$ cat src/rtl/ptc_input_conditioner_if.sv
// Pin-side and timer-side signals of the PTC input conditioner, grouped as one bus.
interface ptc_input_conditioner_if #(
    parameter int unsigned FILT_W  = 4,
    parameter int unsigned PRESC_W = 8
);
    logic               eclk_i;
    logic               capt_i;
    logic               enable;
    logic [FILT_W-1:0]  filt_len;
    logic [PRESC_W-1:0] presc;
    logic               eclk_o;
    logic               capt_o;
    logic               eclk_rise;
    logic               capt_rise;
    logic               capt_fall;

    // Driver of pins and configuration; consumer of conditioned outputs
    modport master (
        output eclk_i, capt_i, enable, filt_len, presc,
        input  eclk_o, capt_o, eclk_rise, capt_rise, capt_fall
    );

    // The conditioner itself
    modport slave (
        input  eclk_i, capt_i, enable, filt_len, presc,
        output eclk_o, capt_o, eclk_rise, capt_rise, capt_fall
    );
endinterface

$ cat src/rtl/ptc_input_conditioner.sv
// PTC input conditioner: synchronises, glitch-filters and edge-detects the
// external clock and capture pins, and divides the filtered external clock.
module ptc_input_conditioner #(
    parameter int unsigned FILT_W  = 4,
    parameter int unsigned PRESC_W = 8
) (
    input  logic                     clk,
    input  logic                     rst,
    ptc_input_conditioner_if.slave   bus
);

    logic [1:0]         r_eclk_sync;
    logic [1:0]         r_capt_sync;
    logic               r_fe;
    logic               r_fc;
    logic [FILT_W-1:0]  r_ce;
    logic [FILT_W-1:0]  r_cc;
    logic               r_fe_d;
    logic               r_fc_d;
    logic [PRESC_W-1:0] r_p;
    logic               r_eclk_o;

    logic               w_fe_nxt;
    logic               w_fc_nxt;
    logic [FILT_W-1:0]  w_ce_nxt;
    logic [FILT_W-1:0]  w_cc_nxt;
    logic [PRESC_W-1:0] w_p_nxt;
    logic               w_eclk_o_nxt;
    logic               w_eclk_rise;

    // Strobes come only from flops: high in the first cycle the filtered level changes
    assign w_eclk_rise   = r_fe & ~r_fe_d;
    assign bus.eclk_rise = w_eclk_rise;
    assign bus.capt_rise = r_fc & ~r_fc_d;
    assign bus.capt_fall = ~r_fc & r_fc_d;
    assign bus.capt_o    = r_fc;
    assign bus.eclk_o    = r_eclk_o;

    // eclk glitch filter: accept a new level after filt_len+1 differing samples
    always_comb begin
        w_fe_nxt = r_fe;
        w_ce_nxt = r_ce;
        if (r_eclk_sync[1] == r_fe) begin
            w_ce_nxt = '0;
        end else if (r_ce >= bus.filt_len) begin
            w_fe_nxt = r_eclk_sync[1];
            w_ce_nxt = '0;
        end else begin
            w_ce_nxt = r_ce + FILT_W'(1);
        end
    end

    // capt glitch filter, same rule as eclk
    always_comb begin
        w_fc_nxt = r_fc;
        w_cc_nxt = r_cc;
        if (r_capt_sync[1] == r_fc) begin
            w_cc_nxt = '0;
        end else if (r_cc >= bus.filt_len) begin
            w_fc_nxt = r_capt_sync[1];
            w_cc_nxt = '0;
        end else begin
            w_cc_nxt = r_cc + FILT_W'(1);
        end
    end

    // Prescaler: >= compare lets a lowered reload wrap on the next filtered edge
    always_comb begin
        w_p_nxt      = r_p;
        w_eclk_o_nxt = r_eclk_o;
        if (!bus.enable) begin
            w_p_nxt      = '0;
            w_eclk_o_nxt = 1'b0;
        end else if (w_eclk_rise) begin
            if (r_p >= bus.presc) begin
                w_p_nxt      = '0;
                w_eclk_o_nxt = ~r_eclk_o;
            end else begin
                w_p_nxt = r_p + PRESC_W'(1);
            end
        end
    end

    // State registers; reset clears everything so outputs drop at once
    always_ff @(posedge clk or posedge rst) begin
        if (rst) begin
            r_eclk_sync <= '0;
            r_capt_sync <= '0;
            r_fe        <= 1'b0;
            r_fc        <= 1'b0;
            r_ce        <= '0;
            r_cc        <= '0;
            r_fe_d      <= 1'b0;
            r_fc_d      <= 1'b0;
            r_p         <= '0;
            r_eclk_o    <= 1'b0;
        end else begin
            r_eclk_sync <= {r_eclk_sync[0], bus.eclk_i};
            r_capt_sync <= {r_capt_sync[0], bus.capt_i};
            r_fe        <= w_fe_nxt;
            r_fc        <= w_fc_nxt;
            r_ce        <= w_ce_nxt;
            r_cc        <= w_cc_nxt;
            r_fe_d      <= r_fe;
            r_fc_d      <= r_fc;
            r_p         <= w_p_nxt;
            r_eclk_o    <= w_eclk_o_nxt;
        end
    end

endmodule

$ cat src/flat_wrapper.sv
// flat-port wrapper written by rule: the top's interface ports become plain ports
module ptc_input_conditioner_flat 
#(
    parameter int unsigned FILT_W  = 4,
    parameter int unsigned PRESC_W = 8
)
  (clk, rst, bus_eclk_i, bus_capt_i, bus_enable, bus_filt_len, bus_presc, bus_eclk_o, bus_capt_o, bus_eclk_rise, bus_capt_rise, bus_capt_fall);
  ptc_input_conditioner_if #(.FILT_W(FILT_W), .PRESC_W(PRESC_W)) bus_i ();
  input  logic clk;
  input  logic rst;
  input wire logic [$bits(bus_i.eclk_i)-1:0] bus_eclk_i;
  input wire logic [$bits(bus_i.capt_i)-1:0] bus_capt_i;
  input wire logic [$bits(bus_i.enable)-1:0] bus_enable;
  input wire logic [$bits(bus_i.filt_len)-1:0] bus_filt_len;
  input wire logic [$bits(bus_i.presc)-1:0] bus_presc;
  output wire logic [$bits(bus_i.eclk_o)-1:0] bus_eclk_o;
  output wire logic [$bits(bus_i.capt_o)-1:0] bus_capt_o;
  output wire logic [$bits(bus_i.eclk_rise)-1:0] bus_eclk_rise;
  output wire logic [$bits(bus_i.capt_rise)-1:0] bus_capt_rise;
  output wire logic [$bits(bus_i.capt_fall)-1:0] bus_capt_fall;
  assign bus_i.eclk_i = bus_eclk_i;
  assign bus_i.capt_i = bus_capt_i;
  assign bus_i.enable = bus_enable;
  assign bus_i.filt_len = bus_filt_len;
  assign bus_i.presc = bus_presc;
  assign bus_eclk_o = bus_i.eclk_o;
  assign bus_capt_o = bus_i.capt_o;
  assign bus_eclk_rise = bus_i.eclk_rise;
  assign bus_capt_rise = bus_i.capt_rise;
  assign bus_capt_fall = bus_i.capt_fall;
  ptc_input_conditioner #(.FILT_W(FILT_W), .PRESC_W(PRESC_W)) u_core (.clk(clk), .rst(rst), .bus(bus_i));
endmodule
$ cat config.mk
export PLATFORM = sky130hd
export DESIGN_NAME = ptc_input_conditioner_flat
export DESIGN_NICKNAME = d
export VERILOG_FILES = /design/src/rtl/ptc_input_conditioner_if.sv /design/src/rtl/ptc_input_conditioner.sv /design/src/flat_wrapper.sv
export SDC_FILE = /design/constraint.sdc
export NUM_CORES = 1
export LEC_CHECK = 0
export ABC_AREA = 1
export CAP_MARGIN = 20
export CORE_UTILIZATION = 56
export CTS_BUF_LIST = sky130_fd_sc_hd__clkbuf_4
export DETAILED_ROUTE_END_ITERATION = 6
export GPL_TIMING_DRIVEN = 0
export HOLD_SLACK_MARGIN = 0.08
export PLACE_DENSITY = 0.79
export SLEW_MARGIN = 20
export SYNTH_ARGS = -nofsm -noshare
export SYNTH_HDL_FRONTEND = slang
export SYNTH_SLANG_ARGS = --single-unit
$ cat constraint.sdc
create_clock -name clk -period 1.8 [get_ports clk]
set_input_delay 0.45 -clock clk [delete_from_list [all_inputs] [get_ports clk]]
set_output_delay 0.45 -clock clk [all_outputs]
set_load 0.02 [all_outputs]
After elaboration in Yosys (flattened, before gate mapping)
Cells that the tools add are included.
{"block": "word_totals", "register_bits": 25, "out_inout_bits": 5}
{"block": "op_classes", "addsub": 3, "order_cmp": 3, "eq_ne": 4, "n_mux": 10, "n_bitwise": 9, "reduce_logical": 3}
{"op": "2-to-1 mux 8 bit", "count": 3}
{"op": "2-to-1 mux 4 bit", "count": 4}
{"op": "adder 4 x 1 -> 4 bit (second input constant)", "count": 2}
{"op": "adder 8 x 1 -> 8 bit (second input constant)", "count": 1}
{"op": ">= comparator 4 bit", "count": 2}
{"op": ">= comparator 8 bit", "count": 1}
{"op": "NOT 1 bit", "count": 6}
{"op": "AND reduction 2 bit", "count": 3}
{"op": "!= test 2 x 1 -> 1 bit (second input constant)", "count": 2}
{"op": "bitwise AND 1 bit", "count": 3}
{"op": "2-to-1 mux 1 bit", "count": 3}
{"op": "equality test 1 bit", "count": 2}

Depth between registers and ports, before layout
Gate-level depths: netlist of run 1.
{"block": "depth", "word_depth": 4, "mapped_depth": 12, "mapped_depth_nobuf": 12}

Least setup slack after synthesis of run 1
No wires, ideal clock.
{"block": "synth_path", "path_kind": "input to register", "from": "in bus_presc[7]", "to": "reg u_core.r_p[3]", "setup_ps": 73, "t_arrival_ps": 1439, "setup_slack_ps": 288, "path_stages": 8, "path_cell_list": "inv_1 > ha_1 > a21o_1 > nor2_2 > nand3_1 > nand2_1 > nand2_1 > nor2_1"}
{"block": "synth_via", "elab_chain_cells": 4}
{"item": "start: declaration", "line_no": "flat_wrapper.sv:15", "source": "input wire logic [$bits(bus_i.presc)-1:0] bus_presc;"}
{"item": ">= comparator 8 bit", "line_no": "ptc_input_conditioner.sv:75", "source": "if (r_p >= bus.presc) begin"}
{"item": "2-to-1 mux 8 bit", "line_no": "ptc_input_conditioner.sv:75"}
{"item": "2-to-1 mux 8 bit", "line_no": "ptc_input_conditioner.sv:74", "source": "end else if (w_eclk_rise) begin"}
{"item": "2-to-1 mux 8 bit", "line_no": "ptc_input_conditioner.sv:71", "source": "if (!bus.enable) begin"}
{"item": "end signal: assignment", "line_no": "ptc_input_conditioner.sv:106", "source": "r_p <= w_p_nxt;"}
{"item": "end: declaration", "line_no": "ptc_input_conditioner.sv:20", "source": "logic [PRESC_W-1:0] r_p;"}
No other way between the ends. The select of a mux whose other input is x is not followed.
A chain may end at the register's enable or synchronous reset.

Final worst setup path of run 1
{"block": "layout_path", "from": "in bus_presc[5]", "to": "reg u_core.r_p[3]"}
The elaborated chain is that of the path after synthesis.

==> impl_metrics.py, run 1 <==
metrics = {
    "clock_tree": {
        "clock_latency_ns": 0.32,
        "cts_buffer_depth": 2,
        "clock_sinks": 25,
        "numCtsBuffers": 3,
        "cts_tree": "done",
        "cts.clk_slew.worst_paths_ns": 0.12,
        "cts_hold_buf": 0,
        "cts_root_buffer": "clkbuf_4",
        "htree_num_levels": 1,
    },
    "sta": {
        "post-route-period-util_pct": 96.1,
        "rsz0062_at_grt": "no",
        "clock_skew_ns": 0.0115,
        "slew_headroom_pct": 38.9,
        "max_freq_mhz": 578,
        "setup_viol": 0,
        "hold_violations": 0,
        "final_max_slew_viol_count": 0,
        "tightest_slew_ns": 0.916,
        "layout_min_cycle_time_ns": 1.73,
    },
    "floorplanning": {
        "core_sq_mm": 0.00250,
        "start_util_pct": 59.4,
        "row_count": 18,
        "die_height_um": 53.5,
        "die_area_sq_mm": 0.00286,
        "io_pins": 22,
        "die_w_um": 53.5,
    },
    "finish": {
        "fill_cells": 192,
        "drive_gt1_share_pct": 17.4,
        "n_antenna_cell": 0,
        "area_growth_syn_to_layout_pct": 26.6,
        "final_cells": 225,
        "nets": 232,
    },
    "global_routing": {
        "gr-total-overflow": 0,
        "grt_pass1_wl_mm": 5.05,
        "grt_pass1_vias": 1204,
        "grt_usage_pct": 24.7,
        "antenna_found_initial": 0,
        "grt_max_degree": 26,
    },
    "flow_run": {
        "maxCapViolations": 0,
    },
    "synthesis": {
        "syn_avg_cell_area_sq_um": 8.83,
        "synth_cell_types": 21,
        "syn-num-nets": 204,
        "syn_inst": 168,
        "synth_warnings": 0,
        "synth-seq-cells": 25,
        "synth_seq_area_share_pct": 42.2,
        "syn_area_sq_mm": 0.00148,
    },
    "worst_setup_path": {
        "cp.required_ns": 2.01,
        "cp-end-kind": "flip-flop",
        "crit_arrival_ns": 1.94,
        "worstSetupStartpointType": "input port",
        "r2r_slack_ns": 0.21,
        "worstSetupPathType": "in -> reg",
        "crit_path_max_fanout": 5,
    },
    "power": {
        "power.leakage_nw": 0.982,
        "pwr_density_cell_mw_per_mm2": 887,
        "power_mw": 1.67,
        "peakVddDrop_mv": 0.735,
    },
    "routing": {
        "avgViaCountPerCell": 5.40,
        "vias": 1216,
        "wl_mm": 2.97,
        "drc": 0,
        "ant_nets": 0,
        "drt_pass1_iterations": 4,
        "drtIter0Drc": 18,
        "drt-wirelength-per-cell_um": 13.2,
    },
    "placed_design": {
        "placed_cells": 219,
        "dp_hpwl_mm": 2.24,
        "place_congestion": 0.788,
        "port_buffers": 21,
    },
    "outcome": {
        "status": "completed",
    },
    "hold_path": {
        "hp-class": "reg -> reg",
    },
}
## final cells by class
class	instances	area, sq um	area share [%]
well taps	30	37.5	2.00
flip-flops and latches	25	626	33.3
multi-input cells	113	848	45.2
repair buffers	23	221	11.8
inverters	30	115	6.13
clock buffers	4	30.0	1.60
## state kept, by name, summed over array words and instances, names as in the netlist
register and flops:
u_core.bus.capt_o 1, u_core.r_capt_sync 2, u_core.r_p 8, u_core.r_fe_d 1, u_core.r_fc_d 1, u_core.r_cc 4
u_core.r_fe 1, u_core.r_eclk_sync 2, u_core.bus.eclk_o 1, u_core.r_ce 4
## per-stage QoR
stage               instance area, sq um  setup TNS, ns  utilization, %  hold WS [ns]  setup WS [ns]
floorplan                           1480              0               -         0.331          0.288
global placement                    1730          -3.53            69.3         0.334         -0.351
detailed placement                  1730          -5.02            69.3         0.337         -0.414
CTS                                 1780              0            71.0         0.365        0.00670
global route                        1880              0            75.1         0.376        0.00554
finish                              1880              0            75.1         0.363         0.0697
## layout by cell type, fill, tap and decap left out, drive strengths merged, types with 2 or more instances in the layout
cell           instances
inv                   30
nand2                 28
dfrtp                 25
ha                    19
nor2                  17
clkdlybuf4s50         16
nand4                  9
nand3                  9
xor2                   6
nor3                   6
xnor2                  5
a21oi                  5
clkbuf                 4
dlygate4sd2            3
buf                    3
o21ai                  3
o211ai                 2
## cells by family (layout without fill, tap and decap cells)
group                      Yosys count  in the layout  share of synthesized area, %
and+or+nand+nor                     72             72                          23.4
buffers and inverters               30             57                          7.76
adders and majority gates           19             19                          16.0
DFF                                 25             25                          42.2
AOI/OAI and AO/OA                   11             11                          4.22
xor gates and xnor gates            11             11                          6.49
## final timing paths
check                                            from               endpoint  cells past startpoint
worst max register to register          u_core.r_p[5]          u_core.r_p[3]                      8
worst max-delay path                     bus_presc[5]          u_core.r_p[3]                     10
worst min register to register  u_core.r_eclk_sync[0]  u_core.r_eclk_sync[1]                      0
max in group asynchronous                         rst          u_core.r_fe_d                      2
worst min-delay path            u_core.r_eclk_sync[0]  u_core.r_eclk_sync[1]                      0
min in group asynchronous                         rst         u_core.r_cc[2]                      2
## synth_stat cells
cell / instances / area share [%]
nor3b_1: 1 / 0.51
nand3b_1: 1 / 0.51
a21o_1: 1 / 0.51
xnor2_1: 5 / 3.0
nor2_4: 1 / 0.76
nor3_1: 6 / 2.0
or2_4: 1 / 0.59
nor2_1: 13 / 3.3
inv_1: 29 / 7.3
dfrtp_1: 25 / 42
nor2_2: 3 / 1.3
nand2_1: 27 / 6.8
o21ai_0: 3 / 1.0
nand2_4: 1 / 0.76
a21oi_1: 5 / 1.7
ha_1: 19 / 16
inv_4: 1 / 0.42
o211ai_1: 2 / 1.0
nand4_1: 9 / 3.8
nand3_1: 9 / 3.0
xor2_1: 6 / 3.5
## metal layers
layer / share of wire [%] / global-route usage (%)
met5: 0 / 0
met1: 40 / 27.7
met4: 1.7 / 7.89
met3: 2.5 / 2.01
met2: 56 / 47.7
## repair_timing
item | CTS | global route
endpoints found under the setup margin | 9 | 17
pin swaps | 2 | 8
gates cloned | 0 | 0
gates resized for setup | 12 | 19
buffers inserted | 1 | 1
## report_power, final
part           internal (mW)  leakage (nW)  switching [mW]  total (mW)
registers              0.665         0.329           0.103       0.768
logic                  0.277         0.635           0.364       0.641
clock network          0.102        0.0184           0.156       0.257
## worst max-delay path, cell delays in order
cell and delay [ns]:
clkdlybuf4s50_1 0.48, inv_2 0.05, ha_4 0.26, nand2_1 0.06, nor2_2 0.16, nand4_1 0.13
nand3_2 0.11, nand2_2 0.08, nand2_4 0.11, nor2_2 0.05
No activity file was read; power rests on OpenSTA's default activity.
==> inputs of run 2 (changes only) <==
--- a/config.mk
+++ b/config.mk
@@ -7,12 +7,14 @@
 export LEC_CHECK = 0
 export ABC_AREA = 1
 export CAP_MARGIN = 20
+export CORE_MARGIN = 2
 export CORE_UTILIZATION = 56
 export CTS_BUF_LIST = sky130_fd_sc_hd__clkbuf_4
 export DETAILED_ROUTE_END_ITERATION = 6
 export GPL_TIMING_DRIVEN = 0
 export HOLD_SLACK_MARGIN = 0.08
 export PLACE_DENSITY = 0.79
+export RECOVER_POWER = 50
 export SLEW_MARGIN = 20
 export SYNTH_ARGS = -nofsm -noshare
 export SYNTH_HDL_FRONTEND = slang
==> run 2 against run 1 <==
Die area increased by 7.6%. Global-route usage decreased by 4.4 points. Clock skew decreased by 0.0055 ns. Fmax decreased by 1.1%.
==> impl_metrics.py, run 2 (synthesis gave the netlist of run 1 again) <==
metrics = {
    "outcome": {
        "status": "completed",
    },
    "power": {
        "clockPowerShare_pct": 16.0,
        "switching_share_pct": 37.5,
        "p_int_mw": 1.02,
        "power_mw": 1.64,
        "power.leakage_nw": 0.978,
        "p_sw_mw": 0.614,
        "pwr_density_cell_mw_per_mm2": 901,
        "pwr-share-comb_pct": 37.9,
        "seq_power_share_pct": 46.1,
        "peakVddDrop_mv": 0.802,
    },
    "routing": {
        "avgViaCountPerCell": 5.28,
        "drc": 0,
        "vias": 1188,
        "drt_pass1_iterations": 4,
        "drt-wirelength-per-cell_um": 12.7,
        "wl_mm": 2.86,
        "ant_nets": 0,
        "drtIter0Drc": 40,
    },
    "hold_path": {
        "hp-class": "reg -> reg",
    },
    "flow_run": {
        "maxCapViolations": 0,
    },
    "finish": {
        "reg_top3": "u_core.r_p: 8 flops, u_core.r_cc: 4 flops, u_core.r_ce: 4 flops",
        "seq_area_sq_um": 626,
        "layout_commonest_cell": "inv_1",
        "n_antenna_cell": 0,
        "largest_register": "u_core.r_p",
        "final_cell_mix": "29 x inv_1, 25 x nand2_1, 25 x dfrtp_1",
        "largest_reg_flops": 8,
        "fill_cells": 182,
        "area_growth_syn_to_layout_pct": 22.3,
        "multiInputGateArea_sq_um": 792,
        "final_cells": 225,
        "drive_gt1_share_pct": 11.3,
        "fin_area_sq_mm": 0.00182,
        "nets": 232,
    },
    "sta": {
        "setup_viol": 0,
        "hold_violations": 0,
        "final_max_slew_viol_count": 0,
        "clock_skew_ns": 0.00599,
        "max_freq_mhz": 572,
        "whs_ns": 0.366,
        "layout_min_cycle_time_ns": 1.75,
        "post-route-period-util_pct": 97.2,
        "slew_headroom_pct": 39.5,
        "tightest_slew_ns": 0.907,
    },
    "worst_setup_path": {
        "cp_slowest_cell": "clkdlybuf4s50_1",
        "r2r_end": "u_core.r_p[5]",
        "critical_path.startpoint": "bus_presc[7]",
        "r2r_slack_ns": 0.19,
        "ff2ff_path_depth": 8,
        "worstReg2RegStart": "u_core.r_p[5]",
        "crit_chain": "clkdlybuf4s50_1 > inv_1 > ha_1 > nand2_1 > nor2_2 > nand4_1 > nand3_2 > nand2_2 > nand2_4 > nor2_1",
        "worstSetupStartpointType": "input port",
        "critPathBufInv": 2,
        "crit_end": "u_core.r_p[5]",
        "cp-end-kind": "flip-flop",
        "crit_path_max_fanout": 5,
        "critical-path-top-delay-family": "simple AND/OR/NAND/NOR gates",
        "worstSetupPathType": "in -> reg",
        "cp.depth": 10,
        "crit_arrival_ns": 1.97,
        "critPathMaxStageDelay_ns": 0.45,
        "cp.required_ns": 2.02,
    },
    "global_routing": {
        "grt_pass1_vias": 1224,
        "antenna_found_initial": 0,
        "grt_pass1_wl_mm": 4.97,
        "grt_usage_pct": 20.2,
        "grt_max_degree": 26,
        "gr-total-overflow": 0,
    },
    "clock_tree": {
        "numCtsBuffers": 3,
        "clock_sinks": 25,
        "cts_hold_buf": 0,
        "cts_root_buffer": "clkbuf_4",
        "cts.clk_slew.worst_paths_ns": 0.13,
        "cts_buffer_depth": 2,
        "cts_tree": "done",
        "clock_latency_ns": 0.31,
        "htree_num_levels": 1,
    },
    "placed_design": {
        "place_congestion": 0.778,
        "placed_cells": 219,
        "dp_hpwl_mm": 2.22,
        "dpl_cell_area_sq_mm": 0.00173,
        "port_buffers": 21,
    },
    "floorplanning": {
        "die_area_sq_mm": 0.00308,
        "start_util_pct": 59.4,
        "io_pins": 22,
        "die_w_um": 55.5,
        "die_height_um": 55.5,
        "core_sq_mm": 0.00250,
        "row_count": 18,
    },
}
-- run 2: changes by cell type in the layout (fill, tap and decap cells not counted), sizes merged --
cell | before | now
clkdlybuf4s50 | 16 | 13
dlygate4sd3 | 0 | 3
buf | 3 | 2
clkbuf | 4 | 5
-- run 2: how the worst min path moves through the flow --
| stage | startpoint | endpoint | slack [ns] | cells past startpoint |
|---|---|---|---|---|
| after floorplan | u_core.r_capt_sync[0] | u_core.r_capt_sync[1] | 0.33 | 0 |
| after CTS | u_core.r_capt_sync[0] | u_core.r_capt_sync[1] | 0.37 | 0 |
| after global routing | u_core.r_eclk_sync[0] | u_core.r_eclk_sync[1] | 0.38 | 0 |
| after global placement | u_core.r_capt_sync[0] | u_core.r_capt_sync[1] | 0.33 | 0 |
| after detailed placement | u_core.r_capt_sync[0] | u_core.r_capt_sync[1] | 0.34 | 0 |
| final | u_core.r_eclk_sync[0] | u_core.r_eclk_sync[1] | 0.37 | 0 |
-- run 2: per-layer routing --
layer / up-vias / part of all wire, % / routed length [um] / GRT usage, %
met1: 560 / 40 / 1150 / 22.3
li1: 595 / - / - / -
met5: - / 0 / 0 / 0
met3: 6 / 3.1 / 88 / 2.11
met4: 0 / 2.5 / 71 / 11.5
met2: 27 / 54 / 1550 / 37.2
-- run 2: worst register-to-register path, cell delays in order, from the launching register on --
cell	delay (ns)
dfrtp_1	0.46
ha_1	0.32
nand2_1	0.07
nor2_2	0.17
nand4_1	0.14
nand3_2	0.12
nand2_2	0.08
nand2_4	0.10
nor2_1	0.06
-- run 2: layout make-up --
type	instances	area share [%]
Inverter	30	6.34
Tap cell	30	2.07
Sequential cell	25	34.5
Multi-Input combinational cell	113	43.6
Timing Repair Buffer	23	11.9
Clock buffer	4	1.65
-- run 2: metrics by stage --
stage | worst slack (ns) | util (%) | setup TNS [ns]
after floorplan | 0.288 | - | 0
after global placement | -0.350 | 69.3 | -3.57
after detailed placement | -0.422 | 69.3 | -4.71
after CTS | 0.0133 | 70.5 | 0
after global routing | -0.0663 | 72.6 | -0.337
final | 0.0513 | 72.6 | 0
-- run 2: what timing repair did --
item | CTS | global route
gates resized for setup | 10 | 9
pin swaps | 0 | 2
buffers inserted | 0 | 2
endpoints found under the hold margin | 0 | 0
gates cloned | 0 | 0
endpoints found under the setup margin | 9 | 12
-- run 2: power groups by stage --
stage | Sequential, mW | Clock [mW] | Combinational, mW
2_1_floorplan | 0.760 | 0 | 0.414
3_5_place_dp | 0.775 | 0 | 0.641
6_report | 0.755 | 0.261 | 0.620
4_1_cts | 0.762 | 0.265 | 0.609
5_1_grt | 0.775 | 0.280 | 0.710
3_3_place_gp | 0.765 | 0 | 0.592
==> inputs of run 3 (changes only) <==
--- a/config.mk
+++ b/config.mk
@@ -6,7 +6,7 @@
 export NUM_CORES = 1
 export LEC_CHECK = 0
 export ABC_AREA = 1
-export CAP_MARGIN = 20
+export ABC_CLOCK_PERIOD_IN_PS = 1800
 export CORE_MARGIN = 2
 export CORE_UTILIZATION = 56
 export CTS_BUF_LIST = sky130_fd_sc_hd__clkbuf_4
==> results of run 3 <==
Same layout as run 2: the final DEF is identical, and so are final timing and power.
